<file path="config.mk">
export PLATFORM = sky130hd
export DESIGN_NAME = tlul_addr_router
export DESIGN_NICKNAME = d
export VERILOG_FILES = /design/src/rtl/tlul_addr_router.sv
export SDC_FILE = /design/constraint.sdc
export NUM_CORES = 1
export LEC_CHECK = 0
export ABC_AREA = 1
export CAP_MARGIN = 0
export CORE_AREA = 3 3 655 657
export CTS_CLUSTER_DIAMETER = 50
export DETAILED_ROUTE_END_ITERATION = 8
export DIE_AREA = 0 0 658 660
export GPL_TIMING_DRIVEN = 0
export SLEW_MARGIN = 30
export SYNTH_ARGS = -nofsm -noshare
export SYNTH_HDL_FRONTEND = slang
export SYNTH_SLANG_ARGS = --single-unit
</file>
<file path="constraint.sdc">
create_clock -name clk_i -period 2.8 [get_ports clk_i]
set_clock_uncertainty 0.15 [all_clocks]
set_input_delay 0.7 -clock clk_i [delete_from_list [all_inputs] [get_ports clk_i]]
set_output_delay 0.7 -clock clk_i [all_outputs]
set_load 0.05 [all_outputs]
</file>
<file path="src/rtl/tlul_addr_router.sv">
// TL-UL 1:N address router: programmable decode table, in-order outstanding tracking
// and a built-in error responder for unmapped addresses.

package tlul_pkg;

  typedef struct packed {
    logic        a_valid;
    logic [2:0]  a_opcode;
    logic [2:0]  a_param;
    logic [1:0]  a_size;
    logic [7:0]  a_source;
    logic [31:0] a_address;
    logic [3:0]  a_mask;
    logic [31:0] a_data;
    logic        d_ready;
  } tl_h2d_t;

  typedef struct packed {
    logic        d_valid;
    logic [2:0]  d_opcode;
    logic [2:0]  d_param;
    logic [1:0]  d_size;
    logic [7:0]  d_source;
    logic        d_sink;
    logic [31:0] d_data;
    logic        d_error;
    logic        a_ready;
  } tl_d2h_t;

  localparam logic [2:0] OpGet            = 3'd4;
  localparam logic [2:0] OpAccessAck      = 3'd0;
  localparam logic [2:0] OpAccessAckData  = 3'd1;

endpackage

module tlul_addr_router
  import tlul_pkg::*;
#(
  parameter int unsigned N              = 11,
  parameter int unsigned AW             = 32,
  parameter int unsigned MaxOutstanding = 4,
  parameter logic [N-1:0][AW-1:0] AddrBase = '0,
  parameter logic [N-1:0][AW-1:0] AddrMask = '0,
  localparam int unsigned OW = $clog2(MaxOutstanding + 1)
) (
  input  logic                clk_i,
  input  logic                rst_ni,
  input  tl_h2d_t             tl_h_i,
  output tl_d2h_t             tl_h_o,
  output tl_h2d_t [N-1:0]     tl_d_o,
  input  tl_d2h_t [N-1:0]     tl_d_i,
  output logic [OW-1:0]       outstanding_o,
  output logic [7:0]          err_cnt_o
);

  localparam int unsigned TW = $clog2(N + 1);
  localparam logic [TW-1:0] ErrTgt = TW'(N);

  logic [TW-1:0] sel;
  logic [TW-1:0] tgt_q;
  logic [OW-1:0] cnt_q;
  logic          err_pend_q;
  logic [2:0]    err_opcode_q;
  logic [1:0]    err_size_q;
  logic [7:0]    err_source_q;
  logic [7:0]    err_cnt_q;

  logic          cnt_nz;
  logic          allow;
  logic          dev_a_ready;
  logic          a_ready;
  logic          rsp_valid;
  logic          req_hs;
  logic          rsp_hs;
  tl_d2h_t       rsp_sel;

  // Address decode: lowest matching index wins, no match routes to the error responder.
  always_comb begin
    sel = ErrTgt;
    for (int i = int'(N) - 1; i >= 0; i--) begin
      if ((tl_h_i.a_address[AW-1:0] & ~AddrMask[i]) == AddrBase[i]) begin
        sel = TW'(i);
      end
    end
  end

  // Response source: the pending target device, or the local error responder.
  always_comb begin
    rsp_sel          = '0;
    rsp_sel.d_valid  = err_pend_q;
    rsp_sel.d_opcode = (err_opcode_q == OpGet) ? OpAccessAckData : OpAccessAck;
    rsp_sel.d_size   = err_size_q;
    rsp_sel.d_source = err_source_q;
    rsp_sel.d_data   = '1;
    rsp_sel.d_error  = 1'b1;
    dev_a_ready      = 1'b0;
    for (int unsigned j = 0; j < N; j++) begin
      if (TW'(j) == tgt_q) begin
        rsp_sel = tl_d_i[j];
      end
      if (TW'(j) == sel) begin
        dev_a_ready = tl_d_i[j].a_ready;
      end
    end
  end

  assign cnt_nz    = (cnt_q != '0);
  assign rsp_valid = rst_ni & cnt_nz & rsp_sel.d_valid;
  assign rsp_hs    = rsp_valid & tl_h_i.d_ready;

  // A response retiring this cycle frees a slot (or the last one) for the new request.
  assign allow = (cnt_q == '0)
               | ((cnt_q == OW'(1)) & rsp_hs)
               | ((sel == tgt_q) & ((cnt_q < OW'(MaxOutstanding)) | rsp_hs));

  assign a_ready = rst_ni & allow & ((sel < ErrTgt) ? dev_a_ready : ~err_pend_q);
  assign req_hs  = tl_h_i.a_valid & a_ready;

  always_comb begin
    tl_h_o          = rsp_sel;
    tl_h_o.d_valid  = rsp_valid;
    tl_h_o.a_ready  = a_ready;
  end

  // Request fan-out: only the decoded device sees a_valid; d_ready only to the pending target.
  always_comb begin
    for (int unsigned j = 0; j < N; j++) begin
      tl_d_o[j]         = tl_h_i;
      tl_d_o[j].a_valid = rst_ni & allow & tl_h_i.a_valid & (sel == TW'(j));
      tl_d_o[j].d_ready = rst_ni & cnt_nz & tl_h_i.d_ready & (tgt_q == TW'(j));
    end
  end

  always_ff @(posedge clk_i) begin
    if (!rst_ni) begin
      tgt_q        <= ErrTgt;
      cnt_q        <= '0;
      err_pend_q   <= 1'b0;
      err_opcode_q <= '0;
      err_size_q   <= '0;
      err_source_q <= '0;
      err_cnt_q    <= '0;
    end else begin
      if (req_hs) begin
        tgt_q <= sel;
      end
      case ({req_hs, rsp_hs})
        2'b10:   cnt_q <= cnt_q + OW'(1);
        2'b01:   cnt_q <= cnt_q - OW'(1);
        default: cnt_q <= cnt_q;
      endcase
      if (req_hs && (sel == ErrTgt)) begin
        err_pend_q   <= 1'b1;
        err_opcode_q <= tl_h_i.a_opcode;
        err_size_q   <= tl_h_i.a_size;
        err_source_q <= tl_h_i.a_source;
        if (err_cnt_q != 8'hFF) begin
          err_cnt_q <= err_cnt_q + 8'd1;
        end
      end else if (rsp_hs && (tgt_q == ErrTgt)) begin
        err_pend_q <= 1'b0;
      end
    end
  end

  assign outstanding_o = cnt_q;
  assign err_cnt_o     = err_cnt_q;

endmodule

</file>
==> impl_metrics.tcl <==
set metrics [dict create \
    status "finished, violations left" \
    violations "setup timing" \
    cp-end-kind "primary output" \
    nFillCells 49900 \
    cp_slowest_stage_delay_ps 190 \
    hpwlAfterDp_mm 124 \
    gp_congestion 0.672 \
    cp_num_buf_inv 3 \
    fp.dieH_um 660 \
    grt_pass1_vias 10400 \
    antenna_found_initial 107 \
    min_from "err_source_q[1]" \
    cts.sinks 26 \
    r2r_slack_ps 180 \
    crit_cells 12 \
    track_usage 0.0589 \
    top_level_ports 1669 \
    netlist-cell-type-count 26 \
    viasPerCell 1.38 \
    rr_startpoint "outstanding_o[1]" \
    place_ws_ps -1750 \
    nets 3096 \
    worst_slack_ps -304 \
    critical-path-top-delay-family "simple AND/OR/NAND/NOR gates" \
    drv_cap 0 \
    wl_met1_mm 49.6 \
    timing.final.hold_violations 0 \
    io_buffers 1089 \
    fin_cells 8107 \
    timing.rr.end "err_cnt_o[7]" \
    start_kind "input pin" \
    clock-root-buffer "clkbuf_16" \
    rr_worst_depth 16 \
    cts_buffers 3 \
    syn2layout_area_growth_pct 217 \
    hold_ws_ps 303 \
    cp.arrival_ps 2250 \
    path_clk_slew_ps 80 \
    setup_viol 9 \
    slew_headroom 0.390 \
    crit_fanout 4 \
    max_freq_mhz 322 \
    gr-total-overflow 0 \
    p_leak_nw 11.1 \
    ys_ff_latch 26 \
    met3_length_mm 21.2 \
    die_area_um2 434000 \
    core_um2 423000 \
    cts_tree "built" \
    whs_path_depth 2 \
    yosysTopAreaCellShare 0.801 \
    path_cells "buf_12, buf_16, nor2_4, nand2_2, nor2_4, nand2_4, o21ai_2, nand3_2, nand2_4, nand3_4, nor3_4, buf_12" \
    cts.path.max_buffers 2 \
    ys_seq_area_frac 0.0587 \
    dr.pass1.iters 5 \
    vias 11200 \
    tightestPinTransition_ps 912 \
    wire_per_inst_um 16.7 \
    highest_layer "met5" \
    drt_iter0_markers 349 \
    drc 0 \
    initial_core_util 0.0209 \
    power_density_nw_per_um2 255 \
    die_w_um 658 \
    holdPathEnd "err_source_q[1]" \
    post-route-min-period_ps 3100 \
    drt.antenna.violating_nets 0 \
    hp-class "flip-flop to flip-flop" \
    finish.instance_area_um2 28100 \
    rows 239 \
    placedCellCount 8031 \
    synth_cells 1228 \
    fin_crit_sh 1.11 \
    slowest_stage "nor3_4" \
    wl_met2_mm 61.9 \
    slew_violations 0 \
    clkLatencyLatePin_ps 310 \
    placed_area_um2 27400 \
    ys.warnings.count 0 \
    yosys-top-cells-area "buf_4 (80%), dfxtp_1 (5.9%), or2_2 (2.3%), nand2_1 (2.0%), nor2_1 (2.0%)" \
    synth_top_cell_by_area "buf_4" \
    post_route_cells_drive_above_1_share 0.516 \
    required_ps 1950 \
    htreeDepth 1 \
    grt_max_degree 16 \
    wl_mm 136 \
    rsz0062_at_grt "true" \
    syn_avg_cell_area_um2 7.22 \
    grt_pass1_wl_mm 154 \
    finalPower_mw 7.17 \
    synth_area_um2 8870 \
    vdd_drop_max_mv 0.226 \
    critPathKind "input pin to primary output" \
]
[cell families after synthesis]
logic type	synth area share
buffers and inverters	0.822
and+or+nand+nor	0.0778
AOI/OAI and AO/OA	0.0296
DFF	0.0587
adders and majority gates	0.00847
xor gates and xnor gates	0.00296
other	0.000423
[sequential cells by signal, summed over array words and instances (netlist names)]
signal         cells
err_cnt_o          8
err_source_q       8
err_opcode_q       3
outstanding_o      3
err_size_q         2
err_pend_q         1
tgt_q              1
[per-layer routing]
layer	vias to the layer above	global-route usage
met4	16	0.0104
li1	5177	-
met3	149	0.0379
met2	946	0.0969
met5	-	0
met1	4880	0.0639
[area by class of cell]
class	instances	area, µm²	share of cell area
clock buffers	3	75.1	0.00267
repair buffers	1179	11700	0.416
clock inverters	1	30.0	0.00107
inverters	35	131	0.00467
multi-input cells	228	1370	0.0488
diodes	15	37.5	0.00133
flip-flops and latches	26	527	0.0187
plain buffers	957	7170	0.255
well taps	5663	7090	0.252
[tightest hold or removal path, stage by stage (launching register included)]
cell     delay, ps
dfxtp_1        300
inv_1           60
a21oi_1         50
[repair_timing]
item / CTS / global route
buffers inserted: 55 / 5
hold endpoints to repair: 0 / 0
endpoints found under the setup margin: 491 / 68
gates resized for setup: 729 / 83
hold buffers: 0 / 0
pin swaps: 25 / 14
cloned: 0 / 0
[worst max path at each step]
stage	from	to	slack [ps]
global placement	tl_h_i[51]	tl_h_o[0]	-3760
finish	tl_h_i[58]	tl_d_o[85]	-300
CTS	tl_h_i[51]	tl_h_o[0]	-360
detailed placement	tl_h_i[40]	tl_h_o[0]	-1750
global route	tl_h_i[46]	tl_d_o[85]	-370
floorplan	outstanding_o[0]	tl_d_o[85]	-50
[placed cells by master (no fill, tap or decap), types with 3 or more instances in the layout]
cell	Yosys	routed
buf_4	946	1025
clkdlybuf4s50_1	0	614
dlygate4sd2_1	0	321
nand2_1	48	42
buf_12	0	36
inv_1	35	34
or2_2	33	33
clkdlybuf4s15_2	0	29
nor2_1	48	26
dfxtp_1	26	23
clkdlybuf4s15_1	0	22
conb_1	1	20
o21ai_0	27	18
a21oi_1	19	18
buf_6	1	18
clkbuf_2	0	17
nor2_4	0	17
buf_2	2	17
diode_2	0	15
buf_16	0	13
nor2_2	5	10
o21ai_1	2	8
dlymetal6s2s_1	0	8
clkbuf_4	0	8
nand3_1	9	7
ha_1	6	5
nand2_4	0	4
o21ai_2	0	3
clkbuf_1	9	3
nand2_2	1	3
clkbuf_16	0	3
buf_8	0	3
[report_power, final]
group          switching [mW]  total (mW)  internal, mW
Combinational            4.08        6.26          2.19
Sequential             0.0160       0.411         0.395
Clock                   0.204       0.492         0.287
Total                    4.30        7.17          2.87
[metrics by stage]
step                setup TNS, ps    util
finish                       -644  0.0665
global route                 -885  0.0664
CTS                          -697  0.0662
detailed placement        -132930  0.0646
global placement          -876700  0.0636
floorplan                   -52.7       -
[Yosys cell counts, drive strengths merged]
cell type	number
buf	949
o22ai	1
nor3	1
nand3b	1
xnor2	1
o41ai	1
nand2	49
clkbuf	9
o21ai	29
a21oi	19
dfxtp	26
o21bai	1
xor2	2
ha	6
inv	35
nor2	53
or2	33
nand3	9
conb	1
nand4	2
(Power assumes the default switching activity.)
